<file path="src/rtl/input_debounce_if.sv">
// Signal bundle between the raw switch inputs and the debounced consumer side.
// master drives the raw inputs; slave is the debouncer.
interface input_debounce_if;
    logic a_raw;
    logic b_raw;
    logic a;
    logic b;
    logic stable;
    logic a_rise;
    logic a_fall;
    logic b_rise;
    logic b_fall;

    modport master (
        output a_raw, b_raw,
        input  a, b, stable, a_rise, a_fall, b_rise, b_fall
    );

    modport slave (
        input  a_raw, b_raw,
        output a, b, stable, a_rise, a_fall, b_rise, b_fall
    );
endinterface

</file>
<file path="src/rtl/input_debounce.sv">
// Two-channel debouncer: 2-flop sync, per-channel settle FSM and counter, registered outputs.
// Define INPUT_DEBOUNCE_EDGE_EN to generate the registered a/b rise/fall pulses.
//   state       | meaning
//   ST_STABLE   | synchronized input equals debounced output, counter idle at 0
//   ST_SETTLING | input differs from output, counting consecutive mismatch cycles
module input_debounce #(
    parameter int DEBOUNCE_CYCLES = 4,
    parameter int CNT_W           = 16
) (
    input  logic             clk,
    input  logic             rst,
    input_debounce_if.slave  bus
);

    typedef enum logic {
        ST_STABLE   = 1'b0,
        ST_SETTLING = 1'b1
    } state_e;

    localparam logic [CNT_W-1:0] CNT_MAX = CNT_W'(DEBOUNCE_CYCLES - 1);

    logic [1:0]       s1_q, s1_d;
    logic [1:0]       s2_q, s2_d;
    logic [1:0]       out_q, out_d;
    logic             stable_q, stable_d;
    state_e           state_q [2];
    state_e           state_d [2];
    logic [CNT_W-1:0] cnt_q   [2];
    logic [CNT_W-1:0] cnt_d   [2];

    always_comb begin
        s1_d = {bus.b_raw, bus.a_raw};
        s2_d = s1_q;
        out_d = out_q;
        for (int i = 0; i < 2; i++) begin
            state_d[i] = state_q[i];
            cnt_d[i]   = cnt_q[i];
            case (state_q[i])
                ST_STABLE: begin
                    cnt_d[i] = '0;
                    if (s2_q[i] != out_q[i]) begin
                        // A single-cycle debounce needs no settling phase.
                        if (DEBOUNCE_CYCLES == 1) begin
                            out_d[i] = s2_q[i];
                        end else begin
                            state_d[i] = ST_SETTLING;
                            cnt_d[i]   = CNT_W'(1);
                        end
                    end
                end
                ST_SETTLING: begin
                    if (s2_q[i] == out_q[i]) begin
                        state_d[i] = ST_STABLE;
                        cnt_d[i]   = '0;
                    end else if (cnt_q[i] == CNT_MAX) begin
                        out_d[i]   = s2_q[i];
                        state_d[i] = ST_STABLE;
                        cnt_d[i]   = '0;
                    end else begin
                        cnt_d[i] = cnt_q[i] + 1'b1;
                    end
                end
                default: begin
                    state_d[i] = ST_STABLE;
                    cnt_d[i]   = '0;
                end
            endcase
        end
        stable_d = (state_d[0] == ST_STABLE) && (state_d[1] == ST_STABLE);
    end

    always_ff @(posedge clk) begin
        if (rst) begin
            s1_q     <= '0;
            s2_q     <= '0;
            out_q    <= '0;
            stable_q <= 1'b1;
            for (int i = 0; i < 2; i++) begin
                state_q[i] <= ST_STABLE;
                cnt_q[i]   <= '0;
            end
        end else begin
            s1_q     <= s1_d;
            s2_q     <= s2_d;
            out_q    <= out_d;
            stable_q <= stable_d;
            for (int i = 0; i < 2; i++) begin
                state_q[i] <= state_d[i];
                cnt_q[i]   <= cnt_d[i];
            end
        end
    end

    assign bus.a      = out_q[0];
    assign bus.b      = out_q[1];
    assign bus.stable = stable_q;

`ifdef INPUT_DEBOUNCE_EDGE_EN
    logic [1:0] rise_q, rise_d;
    logic [1:0] fall_q, fall_d;

    // Pulses register alongside out_q so they line up with the output change.
    always_comb begin
        rise_d = out_d & ~out_q;
        fall_d = ~out_d & out_q;
    end

    always_ff @(posedge clk) begin
        if (rst) begin
            rise_q <= '0;
            fall_q <= '0;
        end else begin
            rise_q <= rise_d;
            fall_q <= fall_d;
        end
    end

    assign bus.a_rise = rise_q[0];
    assign bus.a_fall = fall_q[0];
    assign bus.b_rise = rise_q[1];
    assign bus.b_fall = fall_q[1];
`else
    assign bus.a_rise = 1'b0;
    assign bus.a_fall = 1'b0;
    assign bus.b_rise = 1'b0;
    assign bus.b_fall = 1'b0;
`endif

endmodule

</file>
<file path="src/flat_wrapper.sv">
// flat-port wrapper written by rule: the top's interface ports become plain ports
module input_debounce_flat 
#(
    parameter int DEBOUNCE_CYCLES = 4,
    parameter int CNT_W           = 16
)
  (clk, rst, bus_a_raw, bus_b_raw, bus_a, bus_b, bus_stable, bus_a_rise, bus_a_fall, bus_b_rise, bus_b_fall);
  input_debounce_if bus_i ();
  input  logic clk;
  input  logic rst;
  input wire logic [$bits(bus_i.a_raw)-1:0] bus_a_raw;
  input wire logic [$bits(bus_i.b_raw)-1:0] bus_b_raw;
  output wire logic [$bits(bus_i.a)-1:0] bus_a;
  output wire logic [$bits(bus_i.b)-1:0] bus_b;
  output wire logic [$bits(bus_i.stable)-1:0] bus_stable;
  output wire logic [$bits(bus_i.a_rise)-1:0] bus_a_rise;
  output wire logic [$bits(bus_i.a_fall)-1:0] bus_a_fall;
  output wire logic [$bits(bus_i.b_rise)-1:0] bus_b_rise;
  output wire logic [$bits(bus_i.b_fall)-1:0] bus_b_fall;
  assign bus_i.a_raw = bus_a_raw;
  assign bus_i.b_raw = bus_b_raw;
  assign bus_a = bus_i.a;
  assign bus_b = bus_i.b;
  assign bus_stable = bus_i.stable;
  assign bus_a_rise = bus_i.a_rise;
  assign bus_a_fall = bus_i.a_fall;
  assign bus_b_rise = bus_i.b_rise;
  assign bus_b_fall = bus_i.b_fall;
  input_debounce #(.DEBOUNCE_CYCLES(DEBOUNCE_CYCLES), .CNT_W(CNT_W)) u_core (.clk(clk), .rst(rst), .bus(bus_i));
endmodule
</file>
<file path="config.mk">
export PLATFORM = sky130hd
export DESIGN_NAME = input_debounce_flat
export DESIGN_NICKNAME = d
export VERILOG_FILES = /design/src/rtl/input_debounce_if.sv /design/src/rtl/input_debounce.sv /design/src/flat_wrapper.sv
export SDC_FILE = /design/constraint.sdc
export NUM_CORES = 1
export LEC_CHECK = 0
export ABC_AREA = 1
export CORE_UTILIZATION = 40
export CTS_CLUSTER_SIZE = 28
export DETAILED_ROUTE_END_ITERATION = 8
export PLACE_DENSITY = 0.54
export SLEW_MARGIN = 20
export SYNTH_ARGS = -nofsm -noshare
export SYNTH_HDL_FRONTEND = slang
export SYNTH_SLANG_ARGS = --single-unit
</file>
<file path="constraint.sdc">
create_clock -name clk -period 4.56 [get_ports clk]
set_clock_uncertainty 0.2 [all_clocks]
set_input_delay 0.912 -clock clk [delete_from_list [all_inputs] [get_ports clk]]
set_output_delay 0.912 -clock clk [all_outputs]
set_load 0.05 [all_outputs]
</file>
# After elaboration in Yosys (flattened, before gate mapping)
# Memories as Yosys holds them, arrays and structs flattened.
# Cells that the tools add are included.
[totals]
regBits = 7
mem_bits_rw = 34
mem_count = 2
[mem_list]
columns = ["name", "words", "word_bits", "read_ports", "rd_clocked_by_memory_dff", "write_ports", "line_no", "text"]
rows = [
  ["u_core.cnt_q", 2, 16, 2, 0, 2, "input_debounce.sv:28", "logic [CNT_W-1:0] cnt_q [2];"],
  ["u_core.state_q", 2, 1, 2, 0, 2, "input_debounce.sv:26", "state_e state_q [2];"],
]
[classes]
add_sub_neg = 2
n_eq_ne = 6
muxes = 23
bitwise = 10
reduce_logical = 3
[op_table]
columns = ["cell", "count"]
rows = [
  ["two-way mux 16 bit", 6],
  ["case mux 16 bit (2 select lines)", 2],
  ["adder 16 x 1 -> 16 bit (second input constant)", 2],
  ["equality test 16 x 2 -> 1 bit (second input constant)", 2],
  ["two-way mux 1 bit", 13],
  ["NOT 1 bit", 6],
  ["AND reduction 3 bit", 2],
  ["bitwise OR 1 bit", 4],
  ["case mux 1 bit (2 select lines)", 2],
  ["equality test 1 bit", 2],
  ["!= test 1 bit", 2],
  ["logical AND 1 bit", 1],
]

# Logic depth before layout (Yosys ltp)
# Gate-level depths: netlist (run 1).
# An unclocked memory read counts as a cell.
[depth]
ltp_word = 7
ltp_mapped = 9
mapped_depth_nobuf = 9

# Worst setup path before layout (run 1)
# OpenSTA, ideal clock, no wires.
[synth_path]
path_kind = "input-to-reg"
from = "input rst"
to = "memory u_core.cnt_q[0][10]"
setup_ns = 0.070
t_arrival_ns = 1.546
t_required_ns = 4.290
slack_ns = 2.744
stages = 6
n_path_buf = 1
cell_sequence = "inv_1 -> nand2_1 -> nor3b_2 -> nand2_2 -> buf_6 -> a21oi_1"
[synth_rtl]
columns = ["element", "line_no", "text"]
rows = [
  ["from (decl)", "flat_wrapper.sv:10", "input logic rst;"],
  ["to (decl)", "input_debounce.sv:28", ""],
]

# Worst setup path after layout (run 1)
[layout_path]
from = "register u_core.out_q[1]"
to = "output bus_b"
[layout_rtl]
columns = ["element", "line_no", "text"]
rows = [
  ["from (decl)", "input_debounce.sv:24", "logic [1:0] out_q, out_d;"],
  ["from (signal assigned)", "input_debounce.sv:85", "out_q <= out_d;"],
  ["to (decl)", "flat_wrapper.sv:14", "output wire logic [$bits(bus_i.b)-1:0] bus_b;"],
]
# No word-level cell between the ends.

==> summary by stage, run 1 <==
Critical path
The critical path is of the flip-flop to output port type. In this run the worst setup path begins at u_core.out_q[1]$_SDFFE_PP0P_. Walking the worst path, the cells encountered are clkdlybuf4s50_1. Along the worst path, the maximum fanout reaches 3.

STA classifies the critical path startpoint as a flip-flop. The startpoint identified for the worst register-to-register timing path is u_core.cnt_q[0][16]$_SDFF_PP0_. The maximum cell stage delay along the critical path is 0.83 ns. Counting both buffers and inverters, the worst setup path holds a total of 1.

The sort of element at the end of the critical path is an output port. Among all stages on the critical path, the largest delay is contributed by sky130_fd_sc_hd__clkdlybuf4s50_1. Data on the critical path is required at its endpoint by 3.45 ns. The top cell family by delay on the critical path is buffers and inverters.

The data arrival time at the worst-slack endpoint is 1.52 ns.

Status
The run finished with clean final reports.

STA
Hold timing on the final database bottoms out at a slack of 0.2098 ns. Setup violations remaining at the end of the flow were counted as 0. The final number of max-transition violations was 0. The worst pin sits at a relative slew slack of 66.67%.

Setup repair after global routing left no endpoint under its margin. Timing would allow up to 379.5 MHz. The clock period minus final worst setup slack is 2.635 ns. At the pin with the least slew margin, the transition time is 0.4984 ns. The count of final hold-check violations is 0. Adding up every negative setup slack in the final design gives 0 ns. The post-route clock period utilization is 57.78%.

Power and ir drop
The fraction of power spent switching nets is 22.00%. The sequential power share is 53.3%. The static leakage is 0.7199 nW. The switching power of the nets is 149.4 uW. The share of total power dissipated in combinational logic is 2.7%. The total internal power is 529.6 uW.

IR analysis of the VDD net gives a maximum drop of 162.3 uV. Dividing total power by cell area gives a power density of 307.5 nW/um2. Per report_power, the clock group accounts for 44.0% of the total.

GRT
The final global-route overflow total is 0. Entering global routing, the biggest net connects 16 pins. The initial antenna violation count is 0. The first global-routing pass estimated 6.506 mm of wire. In the global route stage, overall resource usage came out at 15.84%. The via count of the first global-routing pass is 1520.

Route
Using the TritonRoute via totals, the vias-per-cell ratio works out to 4.591. Before antenna repair, the detailed router went through 4 iterations. The total DRC errors in the routed layout is 0. For this block, the routed nets add up to 3.679 mm of wire. In this run, the number of DRC markers left after iteration 0 of detailed routing was 47. After detailed routing, the average wire length per cell comes to 9.970 um. The detailed router placed 1694 vias in this run.

In this run the remaining antenna-violating nets after routing total 0.

Floorplan
Once the floorplan was initialized, standard cells occupied 41.87% of the core. The number of ports placed on the die boundary is 11. In this run the horizontal extent of the chip is 72.55 um.

The total area inside the core boundary comes to 4755 um2. In this run the core area contains 25 standard-cell rows. The die covers 5263 um2.

The die is 72.55 um tall.

Clocking
CTS built an H-tree with a depth of 2. For this design, the CTS-stage hold fixing added 0 buffers. The number of instances resized during post-cts repair is 0. The buffer levels on the longest clock path is 2. For this design, the sink count on the clock tree is 41. The number of setup buffers added after CTS is 0. The source-to-sink clock delay at the later pin of the worst-skew pair is 0.29 ns. The number of buffers created by CTS is 5. TritonCTS built the clock tree. The tree is rooted in a sky130_fd_sc_hd__clkbuf_8. Clock-pin slew was measured on the worst setup and hold paths at 0.09 ns.

Synthesis
In the synthesized netlist, the number of instances is 291. The proportion of netlist area held by the largest area contributor is 41.23%. The number of warnings printed during yosys synthesis is 0. In this run, synthesis produced a sequential element count of 41. The share of the yosys chip area belonging to registers is 41.23%. The biggest area consumer among synthesized cells is sky130_fd_sc_hd__dfxtp_1. In this run the cell area of the synthesized design comes to 1991 um2. The count of different cell masters after synthesis is 26.

By area the synthesized netlist is led by sky130_fd_sc_hd__dfxtp_1 41%, sky130_fd_sc_hd__nand2_1 13%, sky130_fd_sc_hd__nor2_1 13%, sky130_fd_sc_hd__inv_1 5.8%, sky130_fd_sc_hd__nand3_1 4.0%. The average cell area after synthesis is 6.841 um2.

Layout
The net count of the finished layout is 307. Of the cells placed in the final design, the portion with a size suffix greater than 1 is 7.616%. The share of the core filled with cells in the final layout is 46.45%. The number of diodes added for antenna fixing is 0.

Relative to the synthesized area, the layout overhead comes to 10.94%.

Hold path
The start point of the worst min-delay path is u_core.s1_q[1]$_SDFF_PP0_. The min-delay analysis places its worst path in the category flip-flop to flip-flop.

Placed design
Detailed placement ended at an HPWL of 2.751 mm. During placement, the flow inserted port buffers numbering 6. The final weighted congestion of routability-driven global placement is 0.8013.

Job
Max-cap violations in this run came to 0.
==> cell type report <==
cell class	instances	area (um2)
Inverter	32	120.1
Multi-Input combinational cell	215	1008
Timing Repair Buffer	6	60.06
Fill cell	521	2546
Tap cell	67	83.83
Clock buffer	5	68.82
Sequential cell	41	820.8
Clock inverter	3	46.29
==> power groups by stage <==
| stage | clock, mW | combinational, mW | sequential, mW |
|---|---|---|---|
| 2_1_floorplan | 0 | 0.0146 | 0.372 |
| 3_3_place_gp | 0 | 0.0181 | 0.371 |
| 3_5_place_dp | 0 | 0.0182 | 0.371 |
| 4_1_cts | 0.312 | 0.0182 | 0.362 |
| 5_1_grt | 0.322 | 0.0197 | 0.363 |
| 6_report | 0.299 | 0.0181 | 0.362 |
==> synthesized netlist by cell type <==
cell type,n
sky130_fd_sc_hd__nor2_1,68
sky130_fd_sc_hd__nand2_2,2
sky130_fd_sc_hd__nor3b_2,1
sky130_fd_sc_hd__a21oi_2,3
sky130_fd_sc_hd__nand2_1,68
sky130_fd_sc_hd__a21oi_1,15
sky130_fd_sc_hd__buf_6,2
sky130_fd_sc_hd__nor3b_1,1
sky130_fd_sc_hd__nor2_2,6
sky130_fd_sc_hd__nand3_2,1
sky130_fd_sc_hd__and3_1,1
sky130_fd_sc_hd__nand4_1,8
sky130_fd_sc_hd__inv_1,31
sky130_fd_sc_hd__or2_0,3
sky130_fd_sc_hd__xor2_1,4
sky130_fd_sc_hd__dfxtp_1,41
sky130_fd_sc_hd__conb_1,1
sky130_fd_sc_hd__nand3_1,16
sky130_fd_sc_hd__inv_2,1
sky130_fd_sc_hd__xnor2_1,6
sky130_fd_sc_hd__o21ai_0,2
sky130_fd_sc_hd__buf_4,4
sky130_fd_sc_hd__ha_1,2
sky130_fd_sc_hd__or2_2,1
sky130_fd_sc_hd__nor3_1,2
sky130_fd_sc_hd__nand3b_1,1
==> worst paths after layout <==
| path | cells past startpoint | endpoint | slack, ns |
|---|---|---|---|
| max | 1 | bus_b | 1.93 |
| min | 2 | u_core.s2_q[1]$_SDFF_PP0_ | 0.21 |
| max reg2reg | 8 | u_core.cnt_q[0][28]$_SDFF_PP0_ | 2.81 |
| min reg2reg | 2 | u_core.s2_q[1]$_SDFF_PP0_ | 0.21 |
==> logic make-up (layout without fill, tap and decap cells) <==
kind of cell	after synthesis	after routing	synth area share (%)
other	1	4	0.1884
AND/OR/NAND/NOR	179	179	38.66
adder cells (fa/ha/maj)	2	2	1.257
XOR/XNOR	10	10	4.400
flip-flops	41	41	41.23
buffers and inverters	38	46	8.674
AO/OA/AOI/OAI	20	20	5.594
==> routing by layer <==
metal  GRT usage, %  share of wire [%]  wire, um  vias up
li1               -                  -         -      918
met1          19.52                 50      1852      749
met2          26.79                 45      1671       22
met3          3.750                2.9       108        5
met4          5.882                1.3        46        0
met5              0                  0         0        -
==> cells in the final DEF (no fill, tap or decap), drive strengths merged, types with 4 or more instances in the layout <==
master	n
conb	4
nand2	70
dfxtp	41
a21oi	18
nand3	17
clkbuf	5
clkdlybuf4s50	6
nand4	8
or2	4
inv	32
nor2	74
xor2	4
xnor2	6
==> stage by stage <==
stage / area, um2 / power [mW] / setup WS [ns] / cells
final: 2208 / 0.6790 / 1.925 / 369
after global routing: 2208 / 0.7045 / 1.879 / 369
after CTS: 2208 / 0.6923 / 1.893 / 369
after global placement: 2093 / 0.3888 / 2.053 / 361
after detailed placement: 2093 / 0.3890 / 2.037 / 361
after floorplan: 2002 / 0.3866 / 2.744 / 294
==> sequential cells by signal, indices dropped and copies added (netlist names) <==
signal and flops:
u_core.s2_q 2, u_core.bus.stable 1, u_core.s1_q 2, u_core.cnt_q 32, u_core.out_q 2, u_core.state_q 2
(Power assumes the default switching activity.)
==> run 2: changes to the inputs <==
--- a/config.mk
+++ b/config.mk
@@ -9,7 +9,7 @@
 export CORE_UTILIZATION = 40
 export CTS_CLUSTER_SIZE = 28
 export DETAILED_ROUTE_END_ITERATION = 8
-export PLACE_DENSITY = 0.54
+export PLACE_DENSITY = 0.56
 export SLEW_MARGIN = 20
 export SYNTH_ARGS = -nofsm -noshare
 export SYNTH_HDL_FRONTEND = slang
==> constraint.sdc (replaced) <==
create_clock -name clk -period 2.3 [get_ports clk]
set_clock_uncertainty 0.2 [all_clocks]
set_input_delay 0.46 -clock clk [delete_from_list [all_inputs] [get_ports clk]]
set_output_delay 0.46 -clock clk [all_outputs]
set_load 0.05 [all_outputs]
==> run 2 against run 1 <==
Effect of this change: utilization up 0.39 points; wire length down 2.8%; final area up 0.85%; combinational power up 97%; largest cell class unchanged.
==> summary by stage, run 2 (synthesized netlist as in run 1, its figures left out) <==
Critical path
STA classifies the critical path endpoint as an output port. The data arrival time at the worst-slack endpoint is 1.50 ns (-0.02 ns). The highest fanout seen on the critical path is 3 (unchanged). The maximum cell stage delay along the critical path is 0.83 ns (about the same). The top cell family by delay on the critical path is buffers and inverters.

Traced cell by cell, the critical path runs through clkdlybuf4s50_1. The worst path buffer plus inverter count came to 1 (unchanged). The required time of the critical path is 1.64 ns (-1.81 ns). The worst setup path is of the flip-flop to output port kind.

The startpoint class of the critical path is a flip-flop. For this design, the slowest cell found on the critical path is sky130_fd_sc_hd__clkdlybuf4s50_1.

Power and ir drop
The sequential power share is 49.9% (-3.4 points). The total power density per cell area is 646.3 nW/um2 (+110%). The fraction of power spent switching nets is 19.67% (-2.3 points). The clock share of power is 47.6% (+3.6 points). The share of total power in combinational logic is 2.5% (-0.2 points). The switching power of the nets is 283.1 uW (+89%).

The power after layout is 1.439 mW (+110%). The total internal power is 1.156 mW (+120%). The worst IR drop on VDD is 381.0 uV (+130%). The static leakage is 0.7337 nW (+1.9%).

Route
The total DRC errors in the routed layout is 0 (unchanged). The wire length after detailed routing is 3.575 mm (-2.8%). The routed length per instance is 9.688 um (-2.8%). The number of vias after detailed routing is 1646 (-2.8%). The number of design-rule violations left by the first detailed-router iteration is 37 (-21%). The count of TritonRoute iterations in the first routing pass came to 4 (unchanged). The number of vias per cell after detailed routing is 4.461 (-2.8%). The residual antenna-violating net count after detailed routing was 0 (unchanged).

Clocking
The number of buffers inserted by hold repair at cts came to 0 (unchanged). The depth of the CTS H-tree is 2 (unchanged). The number of buffers created by CTS is 5 (unchanged). The CTS sink count was 41 (unchanged). The clock transition at the registers of the reported paths is 0.08 ns (about the same).

The number of setup buffers added after CTS is 0 (unchanged). The root buffer cell chosen for the clock tree is sky130_fd_sc_hd__clkbuf_8. The source-to-sink clock delay at the later pin of the worst-skew pair came to 0.29 ns (about the same). TritonCTS built the clock tree. The number of instances resized during post-cts repair is 0 (unchanged). The buffer levels on the longest clock path was 2 (unchanged).

Placed design
The placed wire-length estimate is 2.613 mm (-5.0%). The final weighted congestion of routability-driven global placement came to 0.7862 (-1.9%). The count of port buffers added during placement came to 6 (unchanged). The post-placement cell count was 361 (unchanged). The pre-CTS setup slack came to 0.2348 ns (-1.802 ns).

STA
The final worst slack came to 0.1395 ns (-1.786 ns). The final number of max-transition violations is 0 (unchanged). Setup repair after global routing left no endpoint under its margin.

The setup TNS came to 0 ns (unchanged). The transition at the pin with the smallest max-transition slack came to 0.4983 ns (-0.0001096 ns). The clock period minus final worst setup slack is 2.161 ns. The worst slew margin relative to its limit is 66.68% (about the same). Based on the critical path, the design can be clocked at up to 462.8 MHz. The final number of setup-violating endpoints is 0 (unchanged). The count of final hold-check violations was 0 (unchanged). After layout, the worst path uses 93.94% of the clock period.

Job
The max capacitance violation total is 0 (unchanged).

Layout
The number of flip-flops under the largest register name is 32 (unchanged). The post-layout instance count excluding filler cells is 369 (unchanged). In the layout the commonest cells are 68 x sky130_fd_sc_hd__nor2_1, 68 x sky130_fd_sc_hd__nand2_1, 41 x sky130_fd_sc_hd__dfxtp_1.

The share of the core filled with cells in the final layout is 46.84% (+0.39 points). The share of layout cells above drive strength 1 is 7.616% (unchanged). The net count of the finished layout came to 307 (unchanged). The number of diodes added for antenna fixing is 0 (unchanged).

The signed area change from the synthesized netlist to the final layout is 11.88%. u_core.cnt_q holds more flip-flops than any other register.

Floorplan
The number of ports placed on the die boundary was 11 (unchanged). The area of the core is 4755 um2 (unchanged). The starting utilization of the core area is 41.87% (unchanged).

The die area is 5263 um2 (unchanged). The row count is 25 (unchanged). The chip width is 72.55 um (unchanged). The die boundary height was 72.55 um (unchanged).

GRT
The initial antenna violation count was 0 (unchanged). The via count of the first global-routing pass is 1478 (-2.8%). The overall track demand over capacity in global routing came to 15.66% (-0.18 points).

The pin count of the biggest net entering global routing is 16 (unchanged). The final global-route overflow total is 0 (unchanged). The first-pass GRT wire length is 6.506 mm (unchanged).

Status
The flow ran to the end, and the final reports show no timing, DRC or antenna violations.

Hold path
In this run the worst hold path is classified as flip-flop to flip-flop.
==> run 2: layout make-up <==
cell class / instances / area [um2]
tap: 67 / 83.83
fill: 505 / 2527
sequential: 41 / 820.8
clock buffer: 5 / 68.82
clock inverter: 3 / 65.06
inverter: 32 / 120.1
timing repair buffer: 6 / 60.06
multi-input combinational: 215 / 1008
==> run 2: final timing paths <==
kind	to	cells after the start	slack [ns]	start
hold reg to reg	u_core.s2_q[0]$_SDFF_PP0_	2	0.21	u_core.s1_q[0]$_SDFF_PP0_
setup / recovery	bus_b	1	0.14	u_core.out_q[1]$_SDFFE_PP0P_
hold / removal	u_core.s2_q[0]$_SDFF_PP0_	2	0.21	u_core.s1_q[0]$_SDFF_PP0_
setup reg to reg	u_core.cnt_q[0][11]$_SDFF_PP0_	8	0.55	u_core.cnt_q[0][0]$_SDFF_PP0_
==> run 2: per-stage QoR <==
stage | instance area, um2 | hold WS [ns]
finish | 2227 | 0.2091
global route | 2227 | 0.2327
CTS | 2227 | 0.2147
detailed placement | 2093 | 0.2017
global placement | 2093 | 0.1980
floorplan | 2002 | 0.1883
==> run 2: power groups by stage <==
stage               Clock, mW  Sequential (mW)  Combinational [mW]
floorplan                   0            0.738              0.0290
global placement            0            0.735              0.0358
detailed placement          0            0.735              0.0359
CTS                     0.703            0.718              0.0359
global route            0.737            0.719              0.0391
finish                  0.686            0.718              0.0357
==> run 2: metal layers <==
metal  GRT usage [%]  up-vias  routed length, um
li1                -      916                  -
met1           21.58      713               1886
met2           23.99       15               1573
met3           4.167        2                 87
met4           4.575        0                 27
met5               0        -                  0
==> run 3: changes to the inputs <==
==> constraint.sdc (replaced) <==
create_clock -name clk -period 2.3 [get_ports clk]
set_clock_uncertainty 0.2 [all_clocks]
set_input_delay 0.46 -clock clk [delete_from_list [all_inputs] [get_ports clk]]
set_output_delay 0.46 -clock clk [all_outputs]
set_load 0.02 [all_outputs]
==> results of run 3 <==
Same layout as run 2 (identical final DEF). Status: finished, final reports clean.
Main changes from that run: setup slack after layout 0.1395 ns -> 0.3387 ns; total power 1.439 mW -> 1.429 mW
